File: config.mk
export PLATFORM = sky130hd
export DESIGN_NAME = data_memory_ctrl_flat
export DESIGN_NICKNAME = d
export VERILOG_FILES = /design/src/rtl/data_memory_ctrl_if.sv /design/src/rtl/data_memory_ctrl.sv /design/src/flat_wrapper.sv
export SDC_FILE = /design/constraint.sdc
export NUM_CORES = 2
export LEC_CHECK = 0
export CORE_UTILIZATION = 60
export DETAILED_ROUTE_END_ITERATION = 10
export HOLD_SLACK_MARGIN = 0.15
export PLACE_DENSITY = 0.77
export SLEW_MARGIN = 40
export SYNTH_ARGS = -nofsm -noshare
export SYNTH_HDL_FRONTEND = slang
export SYNTH_SLANG_ARGS = --single-unit
File: constraint.sdc
create_clock -name clk -period 11.4 [get_ports clk]
set_input_delay 2.28 -clock clk [delete_from_list [all_inputs] [get_ports clk]]
set_output_delay 2.28 -clock clk [all_outputs]
set_load 0.02 [all_outputs]
File: src/rtl/data_memory_ctrl_if.sv
// Bus between the dual-processor arbiter (master) and the data memory responder (slave).
// It carries one shared read channel and one shared write channel.
interface data_memory_ctrl_if #(
  parameter int DOUBLEWORD_WIDTH = 64,
  parameter int ADDR_WIDTH_DM    = 8,
  parameter int DATA_TYPE_WIDTH  = 2
);
  logic [DOUBLEWORD_WIDTH-1:0] data_bus_rd;
  logic [ADDR_WIDTH_DM-1:0]    addr_rd;
  logic [DATA_TYPE_WIDTH-1:0]  data_type_rd;
  logic                        rd_ins;
  logic                        rd_idle;
  logic [DOUBLEWORD_WIDTH-1:0] data_bus_wr;
  logic [ADDR_WIDTH_DM-1:0]    addr_wr;
  logic [DATA_TYPE_WIDTH-1:0]  data_type_wr;
  logic                        wr_ins;
  logic                        wr_idle;

  modport master (
    input  data_bus_rd, rd_idle, wr_idle,
    output addr_rd, data_type_rd, rd_ins,
    output data_bus_wr, addr_wr, data_type_wr, wr_ins
  );

  modport slave (
    output data_bus_rd, rd_idle, wr_idle,
    input  addr_rd, data_type_rd, rd_ins,
    input  data_bus_wr, addr_wr, data_type_wr, wr_ins
  );
endinterface

File: src/rtl/data_memory_ctrl.sv
// Byte-wide data memory with independent read and write engines.
// Each engine moves one byte per clock and assembles or splits the data little-endian.
module data_memory_ctrl #(
  parameter int DOUBLEWORD_WIDTH = 64,
  parameter int DATA_MEMORY_SIZE = 256,
  parameter int ADDR_WIDTH_DM    = $clog2(DATA_MEMORY_SIZE),
  parameter int DATA_TYPE_WIDTH  = 2
) (
  input logic               clk,
  input logic               rst_n,
  data_memory_ctrl_if.slave bus
);
  typedef enum logic {IDLE, BUSY} state_t;

  localparam logic [ADDR_WIDTH_DM:0] MEM_SIZE = (ADDR_WIDTH_DM+1)'(DATA_MEMORY_SIZE);

  // Index of the final byte: 0, 1, 3 or 7 for byte, halfword, word or doubleword.
  function automatic logic [2:0] last_idx(input logic [DATA_TYPE_WIDTH-1:0] t);
    return 3'((4'd1 << t) - 4'd1);
  endfunction

  function automatic logic [ADDR_WIDTH_DM-1:0] wrap_add(input logic [ADDR_WIDTH_DM-1:0] base,
                                                       input logic [2:0] off);
    logic [ADDR_WIDTH_DM:0] sum;
    sum = {1'b0, base} + (ADDR_WIDTH_DM+1)'(off);
    if (sum >= MEM_SIZE) sum = sum - MEM_SIZE;
    return sum[ADDR_WIDTH_DM-1:0];
  endfunction

  logic [7:0] mem [DATA_MEMORY_SIZE];

  state_t                      rd_state_q, rd_state_d;
  logic [2:0]                  rd_i_q, rd_i_d;
  logic [ADDR_WIDTH_DM-1:0]    rd_addr_q, rd_addr_d;
  logic [DATA_TYPE_WIDTH-1:0]  rd_type_q, rd_type_d;
  logic [DOUBLEWORD_WIDTH-1:0] rd_asm_q, rd_asm_d;
  logic [DOUBLEWORD_WIDTH-1:0] data_rd_q, data_rd_d;
  logic [DOUBLEWORD_WIDTH-1:0] rd_merged;
  logic [ADDR_WIDTH_DM-1:0]    rd_ptr;
  logic [7:0]                  rd_byte;

  state_t                      wr_state_q, wr_state_d;
  logic [2:0]                  wr_i_q, wr_i_d;
  logic [ADDR_WIDTH_DM-1:0]    wr_addr_q, wr_addr_d;
  logic [DATA_TYPE_WIDTH-1:0]  wr_type_q, wr_type_d;
  logic [DOUBLEWORD_WIDTH-1:0] wr_data_q, wr_data_d;
  logic [ADDR_WIDTH_DM-1:0]    wr_ptr;
  logic [7:0]                  wr_byte;

  assign rd_ptr  = wrap_add(rd_addr_q, rd_i_q);
  assign wr_ptr  = wrap_add(wr_addr_q, wr_i_q);
  assign rd_byte = mem[rd_ptr];
  assign wr_byte = wr_data_q[{wr_i_q, 3'b000} +: 8];

  // Read engine
  always_comb begin
    rd_state_d = rd_state_q;
    rd_i_d     = rd_i_q;
    rd_addr_d  = rd_addr_q;
    rd_type_d  = rd_type_q;
    rd_asm_d   = rd_asm_q;
    data_rd_d  = data_rd_q;
    rd_merged  = rd_asm_q | (DOUBLEWORD_WIDTH'(rd_byte) << {rd_i_q, 3'b000});
    case (rd_state_q)
      IDLE: begin
        if (bus.rd_ins) begin
          rd_state_d = BUSY;
          rd_addr_d  = bus.addr_rd;
          rd_type_d  = bus.data_type_rd;
          rd_i_d     = '0;
          rd_asm_d   = '0;
        end
      end
      BUSY: begin
        rd_asm_d = rd_merged;
        rd_i_d   = rd_i_q + 3'd1;
        if (rd_i_q == last_idx(rd_type_q)) begin
          rd_state_d = IDLE;
          rd_i_d     = '0;
          data_rd_d  = rd_merged;
        end
      end
      default: rd_state_d = IDLE;
    endcase
  end

  // Write engine
  always_comb begin
    wr_state_d = wr_state_q;
    wr_i_d     = wr_i_q;
    wr_addr_d  = wr_addr_q;
    wr_type_d  = wr_type_q;
    wr_data_d  = wr_data_q;
    case (wr_state_q)
      IDLE: begin
        if (bus.wr_ins) begin
          wr_state_d = BUSY;
          wr_addr_d  = bus.addr_wr;
          wr_type_d  = bus.data_type_wr;
          wr_data_d  = bus.data_bus_wr;
          wr_i_d     = '0;
        end
      end
      BUSY: begin
        wr_i_d = wr_i_q + 3'd1;
        if (wr_i_q == last_idx(wr_type_q)) begin
          wr_state_d = IDLE;
          wr_i_d     = '0;
        end
      end
      default: wr_state_d = IDLE;
    endcase
  end

  always_ff @(posedge clk or negedge rst_n) begin
    if (!rst_n) begin
      rd_state_q <= IDLE;
      rd_i_q     <= '0;
      rd_addr_q  <= '0;
      rd_type_q  <= '0;
      rd_asm_q   <= '0;
      data_rd_q  <= '0;
      wr_state_q <= IDLE;
      wr_i_q     <= '0;
      wr_addr_q  <= '0;
      wr_type_q  <= '0;
      wr_data_q  <= '0;
    end else begin
      rd_state_q <= rd_state_d;
      rd_i_q     <= rd_i_d;
      rd_addr_q  <= rd_addr_d;
      rd_type_q  <= rd_type_d;
      rd_asm_q   <= rd_asm_d;
      data_rd_q  <= data_rd_d;
      wr_state_q <= wr_state_d;
      wr_i_q     <= wr_i_d;
      wr_addr_q  <= wr_addr_d;
      wr_type_q  <= wr_type_d;
      wr_data_q  <= wr_data_d;
    end
  end

  // Storage is never reset; the engine being forced to IDLE stops further writes.
  always_ff @(posedge clk) begin
    if (wr_state_q == BUSY) mem[wr_ptr] <= wr_byte;
  end

  assign bus.data_bus_rd = data_rd_q;
  assign bus.rd_idle     = (rd_state_q == IDLE);
  assign bus.wr_idle     = (wr_state_q == IDLE);
endmodule

File: src/flat_wrapper.sv
// flat-port wrapper written by rule: the top's interface ports become plain ports
module data_memory_ctrl_flat 
#(
  parameter int DOUBLEWORD_WIDTH = 64,
  parameter int DATA_MEMORY_SIZE = 256,
  parameter int ADDR_WIDTH_DM    = $clog2(DATA_MEMORY_SIZE),
  parameter int DATA_TYPE_WIDTH  = 2
)
  (clk, rst_n, bus_data_bus_rd, bus_rd_idle, bus_wr_idle, bus_addr_rd, bus_data_type_rd, bus_rd_ins, bus_data_bus_wr, bus_addr_wr, bus_data_type_wr, bus_wr_ins);
  data_memory_ctrl_if #(.DOUBLEWORD_WIDTH(DOUBLEWORD_WIDTH), .ADDR_WIDTH_DM(ADDR_WIDTH_DM), .DATA_TYPE_WIDTH(DATA_TYPE_WIDTH)) bus_i ();
  input logic clk;
  input logic rst_n;
  output wire logic [$bits(bus_i.data_bus_rd)-1:0] bus_data_bus_rd;
  output wire logic [$bits(bus_i.rd_idle)-1:0] bus_rd_idle;
  output wire logic [$bits(bus_i.wr_idle)-1:0] bus_wr_idle;
  input wire logic [$bits(bus_i.addr_rd)-1:0] bus_addr_rd;
  input wire logic [$bits(bus_i.data_type_rd)-1:0] bus_data_type_rd;
  input wire logic [$bits(bus_i.rd_ins)-1:0] bus_rd_ins;
  input wire logic [$bits(bus_i.data_bus_wr)-1:0] bus_data_bus_wr;
  input wire logic [$bits(bus_i.addr_wr)-1:0] bus_addr_wr;
  input wire logic [$bits(bus_i.data_type_wr)-1:0] bus_data_type_wr;
  input wire logic [$bits(bus_i.wr_ins)-1:0] bus_wr_ins;
  assign bus_data_bus_rd = bus_i.data_bus_rd;
  assign bus_rd_idle = bus_i.rd_idle;
  assign bus_wr_idle = bus_i.wr_idle;
  assign bus_i.addr_rd = bus_addr_rd;
  assign bus_i.data_type_rd = bus_data_type_rd;
  assign bus_i.rd_ins = bus_rd_ins;
  assign bus_i.data_bus_wr = bus_data_bus_wr;
  assign bus_i.addr_wr = bus_addr_wr;
  assign bus_i.data_type_wr = bus_data_type_wr;
  assign bus_i.wr_ins = bus_wr_ins;
  data_memory_ctrl #(.DOUBLEWORD_WIDTH(DOUBLEWORD_WIDTH), .DATA_MEMORY_SIZE(DATA_MEMORY_SIZE), .ADDR_WIDTH_DM(ADDR_WIDTH_DM), .DATA_TYPE_WIDTH(DATA_TYPE_WIDTH)) u_core (.clk(clk), .rst_n(rst_n), .bus(bus_i));
endmodule
# Word-level counts from Yosys, hierarchy flattened
# Memories as Yosys holds them, arrays and structs flattened.
# Index checks and enable logic that the tools add are counted.
[op_classes] add_sub_neg=8 order_cmp=2 n_eq_ne=4 shifts=4 muxes=18 bitwise_logic=3 n_reduce_logical=3
[ops] op="one-hot mux 64 bit (2 select lines)" count=1
[ops] op="2-to-1 mux 64 bit" count=1
[ops] op="bitwise OR 64 bit" count=1
[ops] op="variable part select 64 x 7 -> 8 bit" count=1
[ops] op="left shift 8 x 6 -> 64 bit" count=1
[ops] op="adder 8 x 3 -> 9 bit" count=2
[ops] op=">= comparator 9 bit, second input constant" count=2
[ops] op="2-to-1 mux 8 bit" count=2
[ops] op="subtractor 8 x 1 -> 8 bit, second input constant" count=2
[ops] op="2-to-1 mux 3 bit" count=4
[ops] op="one-hot mux 3 bit (2 select lines)" count=2
[ops] op="adder 3 x 1 -> 3 bit, second input constant" count=2
[ops] op="equality test 3 bit" count=2
[ops] op="2-to-1 mux 1 bit" count=6
[ops] op="AND reduction 2 bit" count=3
[ops] op="left shift 1 x 2 -> 3 bit, first input constant" count=2
[ops] op="subtractor 3 x 1 -> 3 bit, second input constant" count=2
[ops] op="!= test 2 x 1 -> 1 bit, second input constant" count=2
[ops] op="one-hot mux 1 bit (2 select lines)" count=2
[ops] op="NOT 1 bit" count=2
[totals] register_bits=220 mem_bits_rw=2048 in_bits=88 out_inout_bits=66 wordCells=54 mem_count=1
[mem_list] memory="u_core.mem" depth=256 word_bits=8 read_ports=1 rd_clocked_by_memory_dff=0 write_ports=1 line="data_memory_ctrl.sv:30" rtl="logic [7:0] mem [DATA_MEMORY_SIZE];"

# Logic depth before layout (Yosys ltp)
# An unclocked memory read counts as a cell.
[depth] ltp_word=7 mapped_depth=16 ltp_nobuf=12

# Worst setup path before layout
# OpenSTA, ideal clock, no wires.
[synth_path] path_type="register -> register" start="register u_core.rd_i_q[1]" end="register u_core.data_rd_q[29] (netlist: u_core.bus.data_bus_rd[29])" setup_ns=0.129 arrival_ns=3.743 required_time_ns=11.271 path_slack_ns=7.528 stages_incl_launch_ff=14 synth_period_minus_slack_ns=3.872 path_cell_list="dfrtp_1 -> clkbuf_1 -> inv_1 -> fa_1 -> xnor2_2 -> buf_6 -> mux4_1 -> mux4_2 -> nand2_1 -> a21oi_1 -> a2111oi_0 -> and3_1 -> buf_4 -> o22ai_1"
[synth_via] elab_chain_len=6
[synth_rtl] item="from (decl)" line="data_memory_ctrl.sv:33" rtl="logic [2:0] rd_i_q, rd_i_d;"
[synth_rtl] item="from (signal assigned)" line="data_memory_ctrl.sv:130" rtl="rd_i_q <= rd_i_d;"
[synth_rtl] item="adder 8 x 3 -> 9 bit" line="data_memory_ctrl.sv:25" rtl="sum = {1'b0, base} + (ADDR_WIDTH_DM+1)'(off);"
[synth_rtl] item="subtractor 8 x 1 -> 8 bit or >= comparator 9 bit (tied branches)" line="data_memory_ctrl.sv:26" rtl="if (sum >= MEM_SIZE) sum = sum - MEM_SIZE;"
[synth_rtl] item="2-to-1 mux 8 bit" line="data_memory_ctrl.sv:26"
[synth_rtl] item="memory (256 x 8 bit)"
[synth_rtl] item="left shift 8 x 6 -> 64 bit" line="data_memory_ctrl.sv:63" rtl="rd_merged = rd_asm_q | (DOUBLEWORD_WIDTH'(rd_byte) << {rd_i_q, 3'b000});"
[synth_rtl] item="bitwise OR 64 bit" line="data_memory_ctrl.sv:63"
[synth_rtl] item="to (signal assigned)" line="data_memory_ctrl.sv:134" rtl="data_rd_q <= data_rd_d;"
[synth_rtl] item="to (decl)" line="data_memory_ctrl.sv:37" rtl="logic [DOUBLEWORD_WIDTH-1:0] data_rd_q, data_rd_d;"
# Several ways; a longest one is shown, not always the timed one.
# A chain may end at the register's enable or synchronous reset.

# Final worst setup path
[layout_path] start="register u_core.rd_i_q[2]" end="register u_core.rd_asm_q[55]"
[layout_via] elab_chain_len=7
[layout_rtl] item="adder 8 x 3 -> 9 bit" line="data_memory_ctrl.sv:25"
[layout_rtl] item="subtractor 8 x 1 -> 8 bit or >= comparator 9 bit (tied branches)" line="data_memory_ctrl.sv:26"
[layout_rtl] item="2-to-1 mux 8 bit" line="data_memory_ctrl.sv:26"
[layout_rtl] item="memory (256 x 8 bit)"
[layout_rtl] item="left shift 8 x 6 -> 64 bit (*)" line="data_memory_ctrl.sv:63"
[layout_rtl] item="bitwise OR 64 bit (*)" line="data_memory_ctrl.sv:63"
[layout_rtl] item="one-hot mux 64 bit (2 select lines) (*)" line="data_memory_ctrl.sv:64" rtl="case (rd_state_q)"
[layout_rtl] item="to (signal assigned)" line="data_memory_ctrl.sv:133" rtl="rd_asm_q <= rd_asm_d;"
[layout_rtl] item="to (decl)" line="data_memory_ctrl.sv:36" rtl="logic [DOUBLEWORD_WIDTH-1:0] rd_asm_q, rd_asm_d;"
# Every way passes the cells marked *; elsewhere a longest branch is shown, timed or not.

==> impl_metrics.tcl <==
set metrics [dict create \
    gp_congestion 0.894 \
    synth_area_leader_cell "edfxtp_1" \
    min_period_over_period_pct 55.2 \
    synth-main-ff-cell "edfxtp_1" \
    setup_tns_ns 0 \
    syn-num-nets 4680 \
    r2r-start "u_core.rd_i_q[2]$_DFFE_PN0P_" \
    start_kind "flop" \
    multi_input_area_sq_um 21200 \
    arrival_ns 7.00 \
    startpoint "u_core.rd_i_q[2]$_DFFE_PN0P_" \
    synthSimpleGateAreaFrac_pct 4.69 \
    syn_area_per_cell_sq_um 19.4 \
    grt_pass1_wl_mm 322 \
    clk_latency_ns 0.88 \
    fin_cells 6888 \
    final_util_pct 68.5 \
    start_util_pct 60.7 \
    io_buffers 153 \
    synthTopCellsByArea "edfxtp_1 (69%), mux4_2 (14%), dfrtp_1 (6.2%)" \
    rows 140 \
    overflow 0 \
    setup_viol 0 \
    syn_to_final_growth_pct 12.9 \
    rsz0062_at_grt "false" \
    htree_levels 4 \
    async_flop_share_pct 9.70 \
    cts_tree "yes" \
    synth_xor_xnor_area_share_pct 0.204 \
    viasPerCell 6.83 \
    ys_types 65 \
    crit_end "u_core.rd_asm_q[55]$_DFFE_PN0P_" \
    relSlewSlack_pct 35.8 \
    grt_start_max_net_pins 139 \
    clkSlewWorstSetupHoldPaths_ns 0.06 \
    final_common_cell "edfxtp_1" \
    required_ns 12.10 \
    clock-sinks 2268 \
    whs_path_depth 2 \
    hp-class "reg -> reg" \
    synth_top_family_by_area "multiplexers" \
    status "finished clean" \
    cts_buffers 213 \
    ant_nets 0 \
    die_height_um 387 \
    netlist_instances 4582 \
    wl_per_cell_um 32.2 \
    slew_viol_final 0 \
    dieWidth_um 387 \
    post_cts_buffers 0 \
    drive_gt1_share_pct 24.1 \
    clockBufferDepth 3 \
    initialDrtViolationCount 6570 \
    reg2reg_depth 12 \
    fin_skew_ns 0.0380 \
    cts-root-buf "clkbuf_16" \
    synth_edf_count 2048 \
    fmax_mhz 159 \
    worst_pin_slew_ns 0.961 \
    r2r_slack_ns 5.10 \
    yosysSeqAreaShare_pct 75.5 \
    ctsHoldBuffers 0 \
    dp_cells 6478 \
    fin_crit_ns 6.30 \
    postCtsResizedCells 0 \
    path_class "reg -> reg" \
    routed_wirelength_mm 222 \
    grt_use_total_pct 29.8 \
    crit_path_max_fanout 51 \
    grt_pass1_vias 46500 \
    synth_seq_cells 2268 \
    antenna_found_initial 7 \
    synth_compound_area_share_pct 1.85 \
    synth.area.mux_share_pct 16.2 \
    r2r-end "u_core.rd_asm_q[55]$_DFFE_PN0P_" \
    dr_total_vias 47000 \
    synthAdderAreaFrac_pct 0.158 \
    fillers 8688 \
    worstSetupEndpointType "flop" \
    seq_area_sq_um 67000 \
    drc 0 \
    first_pass_iters 8 \
    synth_top_area_share_pct 69.3 \
    hold_violations 0 \
    cap_violations 0 \
    die_area_sq_um 149000 \
    layout_common_cells "edfxtp_1 (2,048), mux4_2 (539), nand2_1 (463)" \
    nets 4881 \
    ys_warn_count 0 \
    coreArea_sq_um 146000 \
    boundaryPins 154 \
    synth_area_sq_um 88700 \
    hpwl_mm 128 \
]
## worst max-delay path, cell delays in order (launching register included)
cell and delay [ns]:
dfrtp_1 0.61, ha_1 0.53, a211o_1 0.28, nand3_1 0.33
nand2_8 0.55, buf_4 0.66, buf_4 0.64, mux2i_1 0.56
o22ai_1 0.18, o41ai_1 0.36, o21ai_0 0.39, a311oi_4 0.78
o21ai_0 0.21
## sequential cells by signal, indices dropped and copies added, names as in the netlist, 2 cells and up
name                    cells
u_core.wr_addr_q            8
u_core.wr_data_q           64
u_core.rd_addr_q            8
u_core.mem               2048
u_core.rd_i_q               3
u_core.wr_type_q            2
u_core.rd_type_q            2
u_core.bus.data_bus_rd     64
u_core.rd_asm_q            64
u_core.wr_i_q               3
## stage by stage
stage | instance area (sq um) | worst slack [ns] | hold slack, ns
2_1_floorplan | 88700 | 7.53 | 0.439
6_report | 100000 | 5.10 | 0.471
5_1_grt | 100000 | 4.86 | 0.495
3_3_place_gp | 92500 | 5.06 | 0.451
3_5_place_dp | 92800 | 5.17 | 0.454
4_1_cts | 99800 | 5.14 | 0.474
## cells by family (layout without fill, tap and decap cells)
family / Yosys count / count (layout)
adders and majority gates: 10 / 10
xor gates and xnor gates: 19 / 19
muxes: 739 / 739
DFF: 2268 / 2268
buffers and inverters: 277 / 665
other: 0 / 1
AOI/OAI and AO/OA: 256 / 256
and+or+nand+nor: 1013 / 1013
## layout make-up
cell class | count | area share [%]
inverter | 18 | 0.0675
antenna | 1 | 0.00250
sequential | 2268 | 66.9
clock inverter | 134 | 1.25
multi-input combinational | 2037 | 21.1
tap | 1917 | 2.39
clock buffer | 268 | 5.69
timing repair buffer | 245 | 2.54
## metal layers
layer  track usage, %  vias to the layer above  wire length [um]
li1                 -                    18800                 -
met1             41.8                    24300             80400
met2             45.3                     3410            104000
met3             6.97                      560             26300
met4             13.3                        8             10500
met5                0                        -                53
## Yosys cell counts (7+ instances only)
master,instances
nand2_1,472
nor2_1,346
dfrtp_1,220
mux4_1,7
buf_1,13
and3_1,9
edfxtp_1,2048
mux2_2,93
a21oi_1,19
xnor2_1,10
a22o_1,7
mux4_2,539
nand4_1,31
xor2_1,7
a31oi_1,22
mux2i_1,100
nor3_1,12
nand3_1,108
o22ai_1,55
nor4_1,8
o21ai_0,83
ha_1,8
inv_1,18
buf_2,97
buf_4,16
clkbuf_1,131
a22oi_1,15
## worst min-delay path by stage
stage | end | slack (ns) | start
floorplan | u_core.bus.data_bus_rd[16]$_DFFE_PN0P_ | 0.44 | u_core.rd_asm_q[16]$_DFFE_PN0P_
CTS | u_core.bus.data_bus_rd[55]$_DFFE_PN0P_ | 0.47 | u_core.rd_asm_q[55]$_DFFE_PN0P_
global placement | u_core.bus.data_bus_rd[52]$_DFFE_PN0P_ | 0.45 | u_core.rd_asm_q[52]$_DFFE_PN0P_
detailed placement | u_core.bus.data_bus_rd[20]$_DFFE_PN0P_ | 0.45 | u_core.rd_asm_q[20]$_DFFE_PN0P_
finish | u_core.bus.data_bus_rd[20]$_DFFE_PN0P_ | 0.47 | u_core.rd_asm_q[20]$_DFFE_PN0P_
global route | u_core.rd_asm_q[6]$_DFFE_PN0P_ | 0.49 | u_core.rd_asm_q[6]$_DFFE_PN0P_
Power is left out: the tool's default activity adds up to more than one toggle a clock period on the data nets, which glitch-free logic cannot reach.
